--- config.mk ---
export PLATFORM = sky130hd
export DESIGN_NAME = vga_timing_gen
export DESIGN_NICKNAME = d
export VERILOG_FILES = /design/src/rtl/vga_pkg.sv /design/src/rtl/vga_axis_counter.sv /design/src/rtl/vga_timing_gen.sv
export SDC_FILE = /design/constraint.sdc
export NUM_CORES = 1
export LEC_CHECK = 0
export CORE_ASPECT_RATIO = 2
export CORE_MARGIN = 4
export CORE_UTILIZATION = 40
export CTS_CLUSTER_DIAMETER = 100
export DETAILED_ROUTE_END_ITERATION = 10
export PLACE_DENSITY = 0.73
export SLEW_MARGIN = 20
export SYNTH_ARGS = -nofsm -noshare
export SYNTH_HDL_FRONTEND = slang
export SYNTH_HIERARCHICAL = 1
export SYNTH_SLANG_ARGS = --single-unit
--- constraint.sdc ---
create_clock -name i_clk -period 4.7 [get_ports i_clk]
set_clock_uncertainty 0.2 [all_clocks]
set_input_delay 0.94 -clock i_clk [delete_from_list [all_inputs] [get_ports i_clk]]
set_output_delay 0.94 -clock i_clk [all_outputs]
set_load 0.1 [all_outputs]
--- src/rtl/vga_pkg.sv ---
// Timing sets and sync-polarity constants shared by the VGA raster generator.
// The 640x480@60 set is the default; 800x600@60 is the alternative.
package vga_pkg;

    localparam bit SYNC_ACTIVE_LOW  = 1'b0;
    localparam bit SYNC_ACTIVE_HIGH = 1'b1;

    // 640x480 @ 60 Hz, 25.175 MHz pixel clock
    localparam int VGA640_H_ACTIVE     = 640;
    localparam int VGA640_H_SYNC_START = 656;
    localparam int VGA640_H_SYNC_END   = 752;
    localparam int VGA640_H_TOTAL      = 800;
    localparam bit VGA640_H_POL        = SYNC_ACTIVE_LOW;
    localparam int VGA640_V_ACTIVE     = 480;
    localparam int VGA640_V_SYNC_START = 490;
    localparam int VGA640_V_SYNC_END   = 492;
    localparam int VGA640_V_TOTAL      = 525;
    localparam bit VGA640_V_POL        = SYNC_ACTIVE_LOW;

    // 800x600 @ 60 Hz, 40 MHz pixel clock
    localparam int SVGA800_H_ACTIVE     = 800;
    localparam int SVGA800_H_SYNC_START = 840;
    localparam int SVGA800_H_SYNC_END   = 968;
    localparam int SVGA800_H_TOTAL      = 1056;
    localparam bit SVGA800_H_POL        = SYNC_ACTIVE_HIGH;
    localparam int SVGA800_V_ACTIVE     = 600;
    localparam int SVGA800_V_SYNC_START = 601;
    localparam int SVGA800_V_SYNC_END   = 605;
    localparam int SVGA800_V_TOTAL      = 628;
    localparam bit SVGA800_V_POL        = SYNC_ACTIVE_HIGH;

endpackage

--- src/rtl/vga_axis_counter.sv ---
// One raster axis: wrapping counter plus combinational sync/visible decode of the current count.
// The wrap tick is combinational so the next axis can advance on the very same edge.
module vga_axis_counter #(
    parameter int CW         = 12,
    parameter int ACTIVE     = 640,
    parameter int SYNC_START = 656,
    parameter int SYNC_END   = 752,
    parameter int TOTAL      = 800
) (
    input  logic          clk,
    input  logic          rst_n,
    input  logic          advance,
    output logic [CW-1:0] count,
    output logic          wrap,
    output logic          sync_active,
    output logic          visible
);

    localparam logic [CW-1:0] LAST  = CW'(TOTAL - 1);
    localparam logic [CW-1:0] SS    = CW'(SYNC_START);
    localparam logic [CW-1:0] SE    = CW'(SYNC_END);
    localparam logic [CW-1:0] ACT   = CW'(ACTIVE);

    assign wrap        = advance && (count == LAST);
    assign sync_active = (count >= SS) && (count < SE);
    assign visible     = (count < ACT);

    always_ff @(posedge clk or negedge rst_n) begin
        if (!rst_n)
            count <= '0;
        else if (advance)
            count <= wrap ? '0 : count + CW'(1);
    end

endmodule

--- src/rtl/vga_timing_gen.sv ---
// Parametrised VGA raster timing generator: two chained axis counters feeding a registered
// output stage that loads on pixel-enable edges, plus per-clock start-of-line/frame strobes.
module vga_timing_gen
    import vga_pkg::*;
#(
    parameter int CW           = 12,
    parameter int H_ACTIVE     = VGA640_H_ACTIVE,
    parameter int H_SYNC_START = VGA640_H_SYNC_START,
    parameter int H_SYNC_END   = VGA640_H_SYNC_END,
    parameter int H_TOTAL      = VGA640_H_TOTAL,
    parameter bit H_POL        = VGA640_H_POL,
    parameter int V_ACTIVE     = VGA640_V_ACTIVE,
    parameter int V_SYNC_START = VGA640_V_SYNC_START,
    parameter int V_SYNC_END   = VGA640_V_SYNC_END,
    parameter int V_TOTAL      = VGA640_V_TOTAL,
    parameter bit V_POL        = VGA640_V_POL
) (
    input  logic          i_clk,
    input  logic          i_rst_n,
    input  logic          i_pix_en,
    output logic          o_hsync,
    output logic          o_vsync,
    output logic          o_de,
    output logic [CW-1:0] o_x,
    output logic [CW-1:0] o_y,
    output logic          o_sol,
    output logic          o_sof
);

    if (!(H_ACTIVE < H_SYNC_START && H_SYNC_START < H_SYNC_END && H_SYNC_END <= H_TOTAL)) begin : g_bad_h
        $error("vga_timing_gen: illegal horizontal timing ordering");
    end
    if (!(V_ACTIVE < V_SYNC_START && V_SYNC_START < V_SYNC_END && V_SYNC_END <= V_TOTAL)) begin : g_bad_v
        $error("vga_timing_gen: illegal vertical timing ordering");
    end
    if (H_TOTAL > (1 << CW) || V_TOTAL > (1 << CW)) begin : g_bad_w
        $error("vga_timing_gen: totals do not fit in CW bits");
    end

    logic [CW-1:0] h_cnt, v_cnt;
    logic          h_wrap, v_wrap_unused;
    logic          h_sync, v_sync, h_vis, v_vis;

    vga_axis_counter #(
        .CW(CW), .ACTIVE(H_ACTIVE), .SYNC_START(H_SYNC_START),
        .SYNC_END(H_SYNC_END), .TOTAL(H_TOTAL)
    ) u_h (
        .clk(i_clk), .rst_n(i_rst_n), .advance(i_pix_en), .count(h_cnt),
        .wrap(h_wrap), .sync_active(h_sync), .visible(h_vis)
    );

    // Vertical axis steps only on the horizontal line-end tick.
    vga_axis_counter #(
        .CW(CW), .ACTIVE(V_ACTIVE), .SYNC_START(V_SYNC_START),
        .SYNC_END(V_SYNC_END), .TOTAL(V_TOTAL)
    ) u_v (
        .clk(i_clk), .rst_n(i_rst_n), .advance(h_wrap), .count(v_cnt),
        .wrap(v_wrap_unused), .sync_active(v_sync), .visible(v_vis)
    );

    always_ff @(posedge i_clk or negedge i_rst_n) begin
        if (!i_rst_n) begin
            o_hsync <= ~H_POL;
            o_vsync <= ~V_POL;
            o_de    <= 1'b0;
            o_x     <= '0;
            o_y     <= '0;
            o_sol   <= 1'b0;
            o_sof   <= 1'b0;
        end else begin
            // Strobes re-evaluate every clock so they stay one i_clk wide under a slow pix_en.
            o_sol <= i_pix_en && (h_cnt == '0);
            o_sof <= i_pix_en && (h_cnt == '0) && (v_cnt == '0);
            if (i_pix_en) begin
                o_hsync <= h_sync ? H_POL : ~H_POL;
                o_vsync <= v_sync ? V_POL : ~V_POL;
                o_de    <= h_vis && v_vis;
                o_x     <= h_cnt;
                o_y     <= v_cnt;
            end
        end
    end

endmodule

[After elaboration in Yosys (flattened, before gate mapping)]
Cells that the tools add are included.
Word-level totals
  flip-flop bits (word level): 53
  latch bits: 0
  memory bits (writable): 0
  bits in read-only memories: 0
  output and inout bits: 29
  logic and storage cells: 32
  memories: 0
Cells by class
  add/sub/neg operators: 2
  multiply operators: 0
  div/mod/pow operators: 0
  $lt $le $gt $ge: 6
  equal/unequal tests: 2
  shifts and indexed selects: 0
  muxes and demuxes: 4
  bitwise gates (word level): 0
  reductions and logical operators: 9
Operators with widths (count)
  adder 12 x 1 -> 12 bit, second input constant: 2
  == test 12 x 10 -> 1 bit, second input constant: 2
  zero test 12 bit: 2
  less-than comparator 12 x 10 -> 1 bit, second input constant: 2
  less-than comparator 12 x 9 -> 1 bit, second input constant: 2
  2-to-1 mux 12 bit: 2
  greater-or-equal comparator 12 x 10 -> 1 bit, second input constant: 1
  greater-or-equal comparator 12 x 9 -> 1 bit, second input constant: 1
  logical AND 1 bit: 7
  2-to-1 mux 1 bit: 2

[Depth between registers and ports, before layout]
Gate-level depths: netlist of run 1.
  word-level depth: 4
  depth in mapped cells: 10

[Cells and area by module]
Netlist of run 1, hierarchy kept.
Modules (own cells, without submodules)
  vga_timing_gen: times used 1, cells an instance 72, area an instance 1127.3 µm²
  vga_axis_counter at u_h: times used 1, cells an instance 61, area an instance 670.6 µm²
  vga_axis_counter at u_v: times used 1, cells an instance 64, area an instance 663.1 µm²

[Worst setup path before layout of run 1]
Ideal clock, no wire load.
  kind: input to register
  from: in i_pix_en
  to: reg u_v.count[1]
  arrival: 2.534 ns
  required time: 4.375 ns
  slack: 1.841 ns
  stages on the path: 10
  cells stage by stage: buf_6 nand4_4 nor2_2 and4_1 buf_2 buf_6 nor4bb_1 and3_2 clkbuf_4 o22ai_1
On the way
  cells in the longest elaborated chain, start to end: 3
RTL lines
  start, declared: line vga_timing_gen.sv:20  | input logic i_pix_en,
  logical AND 1 bit: line vga_axis_counter.sv:24  | assign wrap = advance && (count == LAST);
  named net h_wrap: line vga_timing_gen.sv:41  | logic h_wrap, v_wrap_unused;
  logical AND 1 bit: line vga_axis_counter.sv:24
  named net v_wrap_unused: line vga_timing_gen.sv:41
  2-to-1 mux 12 bit: line vga_axis_counter.sv:32  | count <= wrap ? '0 : count + CW'(1);
  end signal, assigned: line vga_axis_counter.sv:32
  end, declared: line vga_axis_counter.sv:13  | output logic [CW-1:0] count,
The timed path passes the listed nets, and every way through them passes these cells.
A chain may end at the register's enable or synchronous reset.

[Worst setup path after layout of run 1]
Same ends and word-level chain as after synthesis.

==> results of run 1 <==
==> registers in the layout, summed over array words and instances (netlist names) <==
| signal | cells |
|---|---|
| o_sof | 1 |
| o_x | 12 |
| o_hsync | 1 |
| o_y | 12 |
| o_sol | 1 |
| o_de | 1 |
| u_h/count | 12 |
| o_vsync | 1 |
| u_v/count | 12 |
==> per-stage QoR <==
step	setup WS, ns	power (W)	hold WS (ns)	area, um^2
after global routing	1.295	0.001296	0.2947	2940
after detailed placement	1.167	0.0009002	0.2643	2798
after CTS	1.457	0.001262	0.2756	2940
final	1.438	0.001250	0.2699	2940
after floorplan	1.841	0.0008094	0.2833	2461
after global placement	1.295	0.0008949	0.2559	2798
==> tightest hold or removal path, delay by kind of cell (launching register included) <==
kind / cells / cell delay [ns]
buffers and inverters: 1 / 0.04
DFF: 1 / 0.37
muxes: 1 / 0.05
==> layout make-up <==
class                           count  area [um^2]
Clock buffer                        7        142.6
Multi-Input combinational cell    128         1036
Sequential cell                    53         1329
Inverter                            9        33.78
Timing Repair Buffer               33        320.3
Fill cell                         543         3065
Tap cell                           63        78.83
==> worst paths after layout <==
path | slack [ns] | cells past startpoint | startpoint | end
max | 1.44 | 7 | i_pix_en | u_v/count[1]
min | 0.27 | 2 | o_vsync | o_vsync
max reg2reg | 1.99 | 6 | u_h/count[10] | u_v/count[1]
min reg2reg | 0.27 | 2 | o_vsync | o_vsync
max in group asynchronous | 3.29 | 2 | i_rst_n | u_h/count[10]
min in group asynchronous | 0.56 | 2 | i_rst_n | o_sof
==> cells by family after synthesis <==
kind of cell,Yosys count,synth area share (%)
multiplexers,27,12.25
buffers and inverters,16,3.914
flip-flops,53,53.99
adder cells (fa/ha/maj),5,2.542
XOR/XNOR,17,6.050
AND/OR/NAND/NOR,64,17.03
AO/OA/AOI/OAI,15,4.220
==> power breakdown <==
| part | internal [W] | switching [W] |
|---|---|---|
| combinational | 0.0000899 | 0.000238 |
| clock | 0.000209 | 0.000153 |
| sequential | 0.000501 | 0.0000589 |
==> cells in the mapped netlist (2+ instances only) <==
cell	count	area share, %
nand2_1	12	1.8
nor2_1	9	1.4
xor2_1	10	3.6
a31oi_1	2	0.51
o22ai_1	2	0.51
nand4_1	7	1.8
mux2i_1	2	0.81
a21oi_2	2	0.71
inv_1	9	1.4
dfstp_2	2	2.1
nor4bb_1	2	0.81
ha_1	5	2.5
nand3_1	2	0.41
buf_6	4	1.8
o21ai_0	2	0.41
nor4b_1	2	0.71
nor3_1	7	1.4
dfrtp_1	51	52
xnor2_1	7	2.5
and4_1	3	1.1
buf_2	2	0.41
mux2_2	25	11
nor4_1	6	1.5
==> per-layer routing <==
layer  global-route usage, %  wire (um)  up-vias
met2                   26.00       2825       39
met4                   4.871         85        0
li1                        -          -      764
met5                       0          0        -
met1                   15.58       2012      829
met3                   2.264        116        8
==> flow_metrics.env, run 1 <==
export IMPL_status="finished clean"
export IMPL_die_x_um=63.47
export IMPL_cts_num_sinks=53
export IMPL_hold_path_class="register to register"
export IMPL_synthFlopType="dfrtp_1"
export IMPL_finalSetupViolCount=0
export IMPL_track_usage_pct=13.96
export IMPL_crit_fanout=12
export IMPL_maxSlewViolCount=0
export IMPL_drc=0
export IMPL_clockBufferDepth=2
export IMPL_mostFrequentLayoutCell="dfrtp_1"
export IMPL_cp_num_buf_inv=1
export IMPL_drtIter0Drc=57
export IMPL_core_mm2=0.006006
export IMPL_die_area_mm2=0.007548
export IMPL_antenna_found_initial=0
export IMPL_fin_nets=238
export IMPL_p_leak_nw=1.355
export IMPL_grt_overflow=0
export IMPL_setup_tns_ns=0
export IMPL_grt_pass1_wl_um=8362
export IMPL_post_cts_resized=0
export IMPL_cts_buffers=5
export IMPL_cts_tree="built"
export IMPL_max_freq_mhz=306.6
export IMPL_drive_above_1_share_pct=20.87
export IMPL_final_cell_mix="51 x dfrtp_1, 30 x clkdlybuf4s50_1, 25 x mux2_2, 12 x nand2_1, 10 x xor2_1"
export IMPL_vias=1640
export IMPL_post_cts_buffers=0
export IMPL_cp_cell_sequence="clkdlybuf4s50_1 -> nand4_4 -> nor2_2 -> and4_1 -> nor4bb_1 -> and3_2 -> o22ai_1"
export IMPL_place_gp_congestion=0.8175
export IMPL_avgSynthCellArea_um2=12.49
export IMPL_cp_required_ns=4.65
export IMPL_area_growth_pct=19.47
export IMPL_dp_hpwl_um=3490
export IMPL_clock_latency_ns=0.29
export IMPL_yosysUniqueCellTypes=45
export IMPL_powerDensity_mw_per_mm2=425.1
export IMPL_fin_crit_sh_pct=69.40
export IMPL_crit_slowest_cell="clkdlybuf4s50_1"
export IMPL_synth_async_sr_flop_share_pct=100.0
export IMPL_crit_type="input pin to register"
export IMPL_rsz0062_at_grt="false"
export IMPL_max_cap_viol_count=0
export IMPL_fin_util_pct=48.96
export IMPL_ys_ff_latch=53
export IMPL_placementRows=40
export IMPL_arrival_ns=3.21
export IMPL_seq_area_frac_synth_pct=53.99
export IMPL_first_pass_iters=4
export IMPL_holdBufCountCts=0
export IMPL_dp_cells=286
export IMPL_port_buffer_count=31
export IMPL_drtAntennaViolNets=0
export IMPL_routedWlPerCell_um=17.20
export IMPL_cts_htree_levels=2
export IMPL_syn_area_mm2=0.002461
export IMPL_worstMarginPinSlew_ns=0.9856
export IMPL_synth_nets=205
export IMPL_root_buffer="clkbuf_16"
export IMPL_viasPerCell=5.597
export IMPL_critPathMaxStageDelay_ns=0.52
export IMPL_antenna_cells=0
export IMPL_initial_core_util_pct=40.98
export IMPL_io_pins=32
export IMPL_endpoint_kind="register"
export IMPL_maxSlewHeadroom_pct=34.09
export IMPL_cp_start_kind="input pin"
export IMPL_final_cells=293
export IMPL_die_h_um=118.9
export IMPL_syn_inst=197
export IMPL_drt_wl_total_um=5039
export IMPL_min_period_ns=3.262
export IMPL_grt_pass1_vias=1706
export IMPL_synth_edff_count=0
export IMPL_grt_max_degree=54
export IMPL_yosys_warnings=6
export IMPL_critPathTopFamily="simple AND/OR/NAND/NOR gates"
export IMPL_ir_drop_mv=0.2999
export IMPL_hold_viol=0
export IMPL_cts_clk_slew_worst_paths_ns=0.06
(Power assumes the default switching activity.)
==> inputs of run 2 (changes only) <==
--- a/config.mk
+++ b/config.mk
@@ -10,7 +10,7 @@
 export CORE_UTILIZATION = 40
 export CTS_CLUSTER_DIAMETER = 100
 export DETAILED_ROUTE_END_ITERATION = 10
-export PLACE_DENSITY = 0.73
+export PLACE_DENSITY = 0.75
 export SLEW_MARGIN = 20
 export SYNTH_ARGS = -nofsm -noshare
 export SYNTH_HDL_FRONTEND = slang
==> constraint.sdc (replaced) <==
create_clock -name i_clk -period 2.8 [get_ports i_clk]
set_clock_uncertainty 0.2 [all_clocks]
set_input_delay 0.56 -clock i_clk [delete_from_list [all_inputs] [get_ports i_clk]]
set_output_delay 0.56 -clock i_clk [all_outputs]
set_load 0.1 [all_outputs]
==> flow_metrics.env, run 2 (synthesis gave the netlist of run 1 again) <==
export IMPL_status="finished clean"
export IMPL_cts_tree="built"
export IMPL_worst_slack_ns=0.3725
export IMPL_finalSetupViolCount=0
export IMPL_antenna_cells=0
export IMPL_final_cell_mix="51 x dfrtp_1, 35 x buf_4, 25 x mux2_2, 12 x nand2_1, 10 x xor2_1"
export IMPL_r2r_cells=6
export IMPL_r2r_setup_slack_ns=0.43
export IMPL_cts_buffers=5
export IMPL_io_pins=32
export IMPL_clock_latency_ns=0.29
export IMPL_track_usage_pct=13.34
export IMPL_routedWlPerCell_um=15.70
export IMPL_place_gp_congestion=0.8250
export IMPL_drtIter0Drc=45
export IMPL_setup_tns_ns=0
export IMPL_fin_crit_sh_pct=86.70
export IMPL_place_ws_ns=0.08658
export IMPL_critPathTopFamily="simple AND/OR/NAND/NOR gates"
export IMPL_fin_nets=242
export IMPL_ir_drop_mv=0.5744
export IMPL_maxSlewHeadroom_pct=56.70
export IMPL_cp_required_ns=2.77
export IMPL_core_mm2=0.006006
export IMPL_cts_clk_slew_worst_paths_ns=0.06
export IMPL_initial_core_util_pct=40.98
export IMPL_cts_htree_levels=2
export IMPL_powerDensity_mw_per_mm2=710.1
export IMPL_arrival_ns=2.40
export IMPL_min_period_ns=2.428
export IMPL_post_cts_buffers=0
export IMPL_critPathMaxStageDelay_ns=0.52
export IMPL_cp_num_buf_inv=1
export IMPL_grt_pass1_wl_um=8024
export IMPL_post_cts_resized=0
export IMPL_port_buffer_count=31
export IMPL_fin_util_pct=48.15
export IMPL_holdBufCountCts=0
export IMPL_area_growth_pct=17.49
export IMPL_dp_hpwl_um=3377
export IMPL_cp_cell_sequence="clkdlybuf4s50_1 -> nand4_4 -> nor2_2 -> and4_1 -> nor4bb_1 -> a31oi_1 -> mux2_2"
export IMPL_die_x_um=63.47
export IMPL_crit_slowest_cell="clkdlybuf4s50_1"
export IMPL_hold_path_class="input pin to asynchronous set/reset pin"
export IMPL_root_buffer="clkbuf_16"
export IMPL_multiInputGateArea_mm2=0.001036
export IMPL_grt_max_degree=54
export IMPL_p_leak_nw=1.414
export IMPL_worstReg2RegStart="u_h/count[10]"
export IMPL_worstMarginPinSlew_ns=0.6495
export IMPL_drive_above_1_share_pct=34.04
export IMPL_crit_type="input pin to register"
export IMPL_endpoint_kind="register"
export IMPL_die_h_um=118.9
export IMPL_drt_wl_total_um=4679
export IMPL_placementRows=40
export IMPL_first_pass_iters=4
export IMPL_hold_viol=0
export IMPL_grt_overflow=0
export IMPL_dp_cells=290
export IMPL_cts_num_sinks=53
export IMPL_clockBufferDepth=2
export IMPL_drc=0
export IMPL_maxSlewViolCount=0
export IMPL_grt_pass1_vias=1657
export IMPL_final_cells=298
export IMPL_cp_start_kind="input pin"
export IMPL_antenna_found_initial=0
export IMPL_max_freq_mhz=411.9
export IMPL_num_fill_cells=542
export IMPL_crit_fanout=5
export IMPL_mostFrequentLayoutCell="dfrtp_1"
export IMPL_register_area_mm2=0.001329
export IMPL_rsz0062_at_grt="false"
export IMPL_timing_rr_end="u_v/count[0]"
export IMPL_vias=1609
export IMPL_viasPerCell=5.399
export IMPL_drtAntennaViolNets=0
export IMPL_max_cap_viol_count=0
export IMPL_die_area_mm2=0.007548
==> run 2: changes by cell type in the layout (fill, tap and decap cells not counted) <==
cell,before,now
clkbuf_8,1,0
clkdlybuf4s50_1,30,1
buf_4,2,35
clkbuf_1,1,3
==> run 2: final cells by class <==
cell class,instances,area share (%)
flip-flops and latches,53,45.95
well taps,63,2.726
multi-input cells,128,35.83
clock buffers,8,4.717
repair buffers,37,9.606
inverters,9,1.168
==> run 2: how the worst max path moves through the flow <==
| stage | slack (ns) | start | cells past startpoint | endpoint |
|---|---|---|---|---|
| after global placement | 0.13 | i_pix_en | 7 | u_v/count[1] |
| after detailed placement | 0.09 | i_pix_en | 7 | u_v/count[0] |
| final | 0.37 | i_pix_en | 7 | u_v/count[0] |
| after floorplan | 0.32 | i_pix_en | 10 | u_v/count[1] |
| after global routing | 0.27 | i_pix_en | 7 | u_v/count[1] |
| after CTS | 0.37 | i_pix_en | 7 | u_v/count[1] |
==> run 2: per-stage QoR <==
| stage | hold WS (ns) | area (um^2) | power (W) |
|---|---|---|---|
| 2_1_floorplan | 0.06441 | 2461 | 0.001359 |
| 3_3_place_gp | 0.2538 | 2755 | 0.001486 |
| 3_5_place_dp | 0.2658 | 2755 | 0.001492 |
| 4_1_cts | 0.2133 | 2892 | 0.002070 |
| 5_1_grt | 0.2574 | 2892 | 0.002138 |
| 6_report | 0.1907 | 2892 | 0.002053 |
==> run 2: per-layer routing <==
layer	GRT usage [%]	vias up	wire (um)	part of all wire, %
met2	23.84	37	2567	55
met3	2.358	6	177	3.8
met5	0	-	0	0
met4	4.601	0	71	1.5
li1	-	775	-	-
met1	15.72	791	1863	40
==> run 2: power by group <==
| group | internal (W) | switching [W] |
|---|---|---|
| sequential | 0.000841 | 0.0000958 |
| clock | 0.000333 | 0.000249 |
| combinational | 0.000137 | 0.000398 |
==> inputs of run 3 (changes only) <==
--- a/config.mk
+++ b/config.mk
@@ -9,8 +9,8 @@
 export CORE_MARGIN = 4
 export CORE_UTILIZATION = 40
 export CTS_CLUSTER_DIAMETER = 100
+export CTS_CLUSTER_SIZE = 30
 export DETAILED_ROUTE_END_ITERATION = 10
-export PLACE_DENSITY = 0.75
 export SLEW_MARGIN = 20
 export SYNTH_ARGS = -nofsm -noshare
 export SYNTH_HDL_FRONTEND = slang
==> flow_metrics.env, run 3 (synthesis gave the netlist of run 1 again) <==
export IMPL_status="finished clean"
export IMPL_mostFrequentLayoutCell="dfrtp_1"
export IMPL_place_ws_ns=0.09422
export IMPL_cp_depth=7
export IMPL_post_cts_buffers=0
export IMPL_maxSlewViolCount=0
export IMPL_post_cts_resized=0
export IMPL_cts_num_sinks=53
export IMPL_critPathTopFamily="simple AND/OR/NAND/NOR gates"
export IMPL_area_growth_pct=20.69
export IMPL_grt_overflow=0
export IMPL_grt_pass1_vias=1687
export IMPL_cp_start_kind="input pin"
export IMPL_rsz0062_at_grt="false"
export IMPL_viasPerCell=5.498
export IMPL_cts_clk_slew_worst_paths_ns=0.07
export IMPL_antenna_found_initial=0
export IMPL_fin_util_pct=49.46
export IMPL_fin_crit_sh_pct=87.10
export IMPL_endpoint_kind="register"
export IMPL_drc=0
export IMPL_die_x_um=63.47
export IMPL_first_pass_iters=4
export IMPL_cp_cell_sequence="clkdlybuf4s50_1 -> nand4_4 -> nor2_2 -> and4_1 -> nor4bb_1 -> a31oi_1 -> mux2_2"
export IMPL_hold_path_class="register to register"
export IMPL_finish_instance_area_mm2=0.002970
export IMPL_num_fill_cells=551
export IMPL_finalSetupViolCount=0
export IMPL_grt_max_degree=37
export IMPL_holdPathStages=2
export IMPL_track_usage_pct=14.55
export IMPL_core_mm2=0.006006
export IMPL_ir_drop_mv=0.6414
export IMPL_max_freq_mhz=410.0
export IMPL_max_cap_viol_count=0
export IMPL_cts_buffers=5
export IMPL_min_period_ns=2.439
export IMPL_crit_type="input pin to register"
export IMPL_critPathMaxStageDelay_ns=0.52
export IMPL_cp_required_ns=2.78
export IMPL_final_cells=301
export IMPL_holdBufCountCts=1
export IMPL_worstMarginPinSlew_ns=0.4916
export IMPL_fin_nets=245
export IMPL_cts_tree="built"
export IMPL_placementRows=40
export IMPL_grt_pass1_wl_um=8473
export IMPL_drt_wl_total_um=5032
export IMPL_placed_area_mm2=0.002770
export IMPL_crit_fanout=5
export IMPL_dp_hpwl_um=3692
export IMPL_cts_htree_levels=2
export IMPL_hold_viol=0
export IMPL_die_area_mm2=0.007548
export IMPL_root_buffer="clkbuf_16"
export IMPL_p_leak_nw=1.456
export IMPL_port_buffer_count=31
export IMPL_arrival_ns=2.42
export IMPL_initial_core_util_pct=40.98
export IMPL_io_pins=32
export IMPL_final_cell_mix="51 x dfrtp_1, 37 x buf_4, 25 x mux2_2, 12 x nand2_1, 10 x xor2_1"
export IMPL_crit_slowest_cell="clkdlybuf4s50_1"
export IMPL_dp_cells=292
export IMPL_r2r_cells=6
export IMPL_drive_above_1_share_pct=35.71
export IMPL_die_h_um=118.9
export IMPL_clock_latency_ns=0.29
export IMPL_drtAntennaViolNets=0
export IMPL_place_gp_congestion=0.7606
export IMPL_vias=1655
export IMPL_drtIter0Drc=31
export IMPL_setup_tns_ns=0
export IMPL_antenna_cells=0
export IMPL_maxSlewHeadroom_pct=66.76
export IMPL_powerDensity_mw_per_mm2=763.9
export IMPL_clockBufferDepth=2
export IMPL_routedWlPerCell_um=16.72
export IMPL_cp_num_buf_inv=1
export IMPL_worst_slack_ns=0.3611
## run 3: changes by cell type in the layout (fill, tap and decap cells not counted), sizes merged
cell and change:
bufinv +2, buf +2, clkbuf -3, dlygate4sd3 +1, clkinv +1
## run 3: worst register-to-register path, stage by stage, from the launching register on
cell	delay, ns
dfrtp_1	0.43
nor2_1	0.19
nor4b_2	0.29
and4_1	0.33
nor4bb_1	0.37
a31oi_1	0.13
mux2_2	0.28
## run 3: area by class of cell
class,instances,area (um^2),share of cell area (%)
flip-flops and latches,53,1329,44.73
repair buffers,40,302.8,10.19
inverters,9,33.78,1.137
multi-input cells,128,1036,34.88
clock inverters,3,65.06,2.190
clock buffers,5,125.1,4.212
well taps,63,78.83,2.654
## run 3: final timing paths
kind / startpoint / endpoint / slack (ns)
hold reg to reg: o_vsync / o_vsync / 0.27
min in group asynchronous: i_rst_n / o_y[3] / 0.49
setup reg to reg: u_h/count[10] / u_v/count[0] / 0.47
max in group asynchronous: i_rst_n / o_x[11] / 1.28
hold / removal: o_vsync / o_vsync / 0.27
setup / recovery: i_pix_en / u_v/count[0] / 0.36
## run 3: routing by layer
layer	vias up	global-route usage (%)	share of wire (%)	wire (um)
li1	781	-	-	-
met3	10	2.830	3.5	177
met5	-	0	0	0
met1	815	15.75	38	1901
met4	0	7.307	2.7	138
met2	49	26.20	56	2814
## run 3: power by group
part | leakage (nW) | internal (W) | switching (W)
clock network | 0.0938 | 0.000510 | 0.000272
registers | 0.690 | 0.000840 | 0.0000985
logic | 0.673 | 0.000146 | 0.000402
total | 1.46 | 0.00150 | 0.000773
## run 3: per-stage QoR
stage          power, W  hold WS (ns)
2_1_floorplan  0.001359       0.06441
6_report       0.002269        0.2673
3_5_place_dp   0.001505        0.2553
4_1_cts        0.002303        0.2713
3_3_place_gp   0.001499        0.2545
5_1_grt        0.002361        0.2835
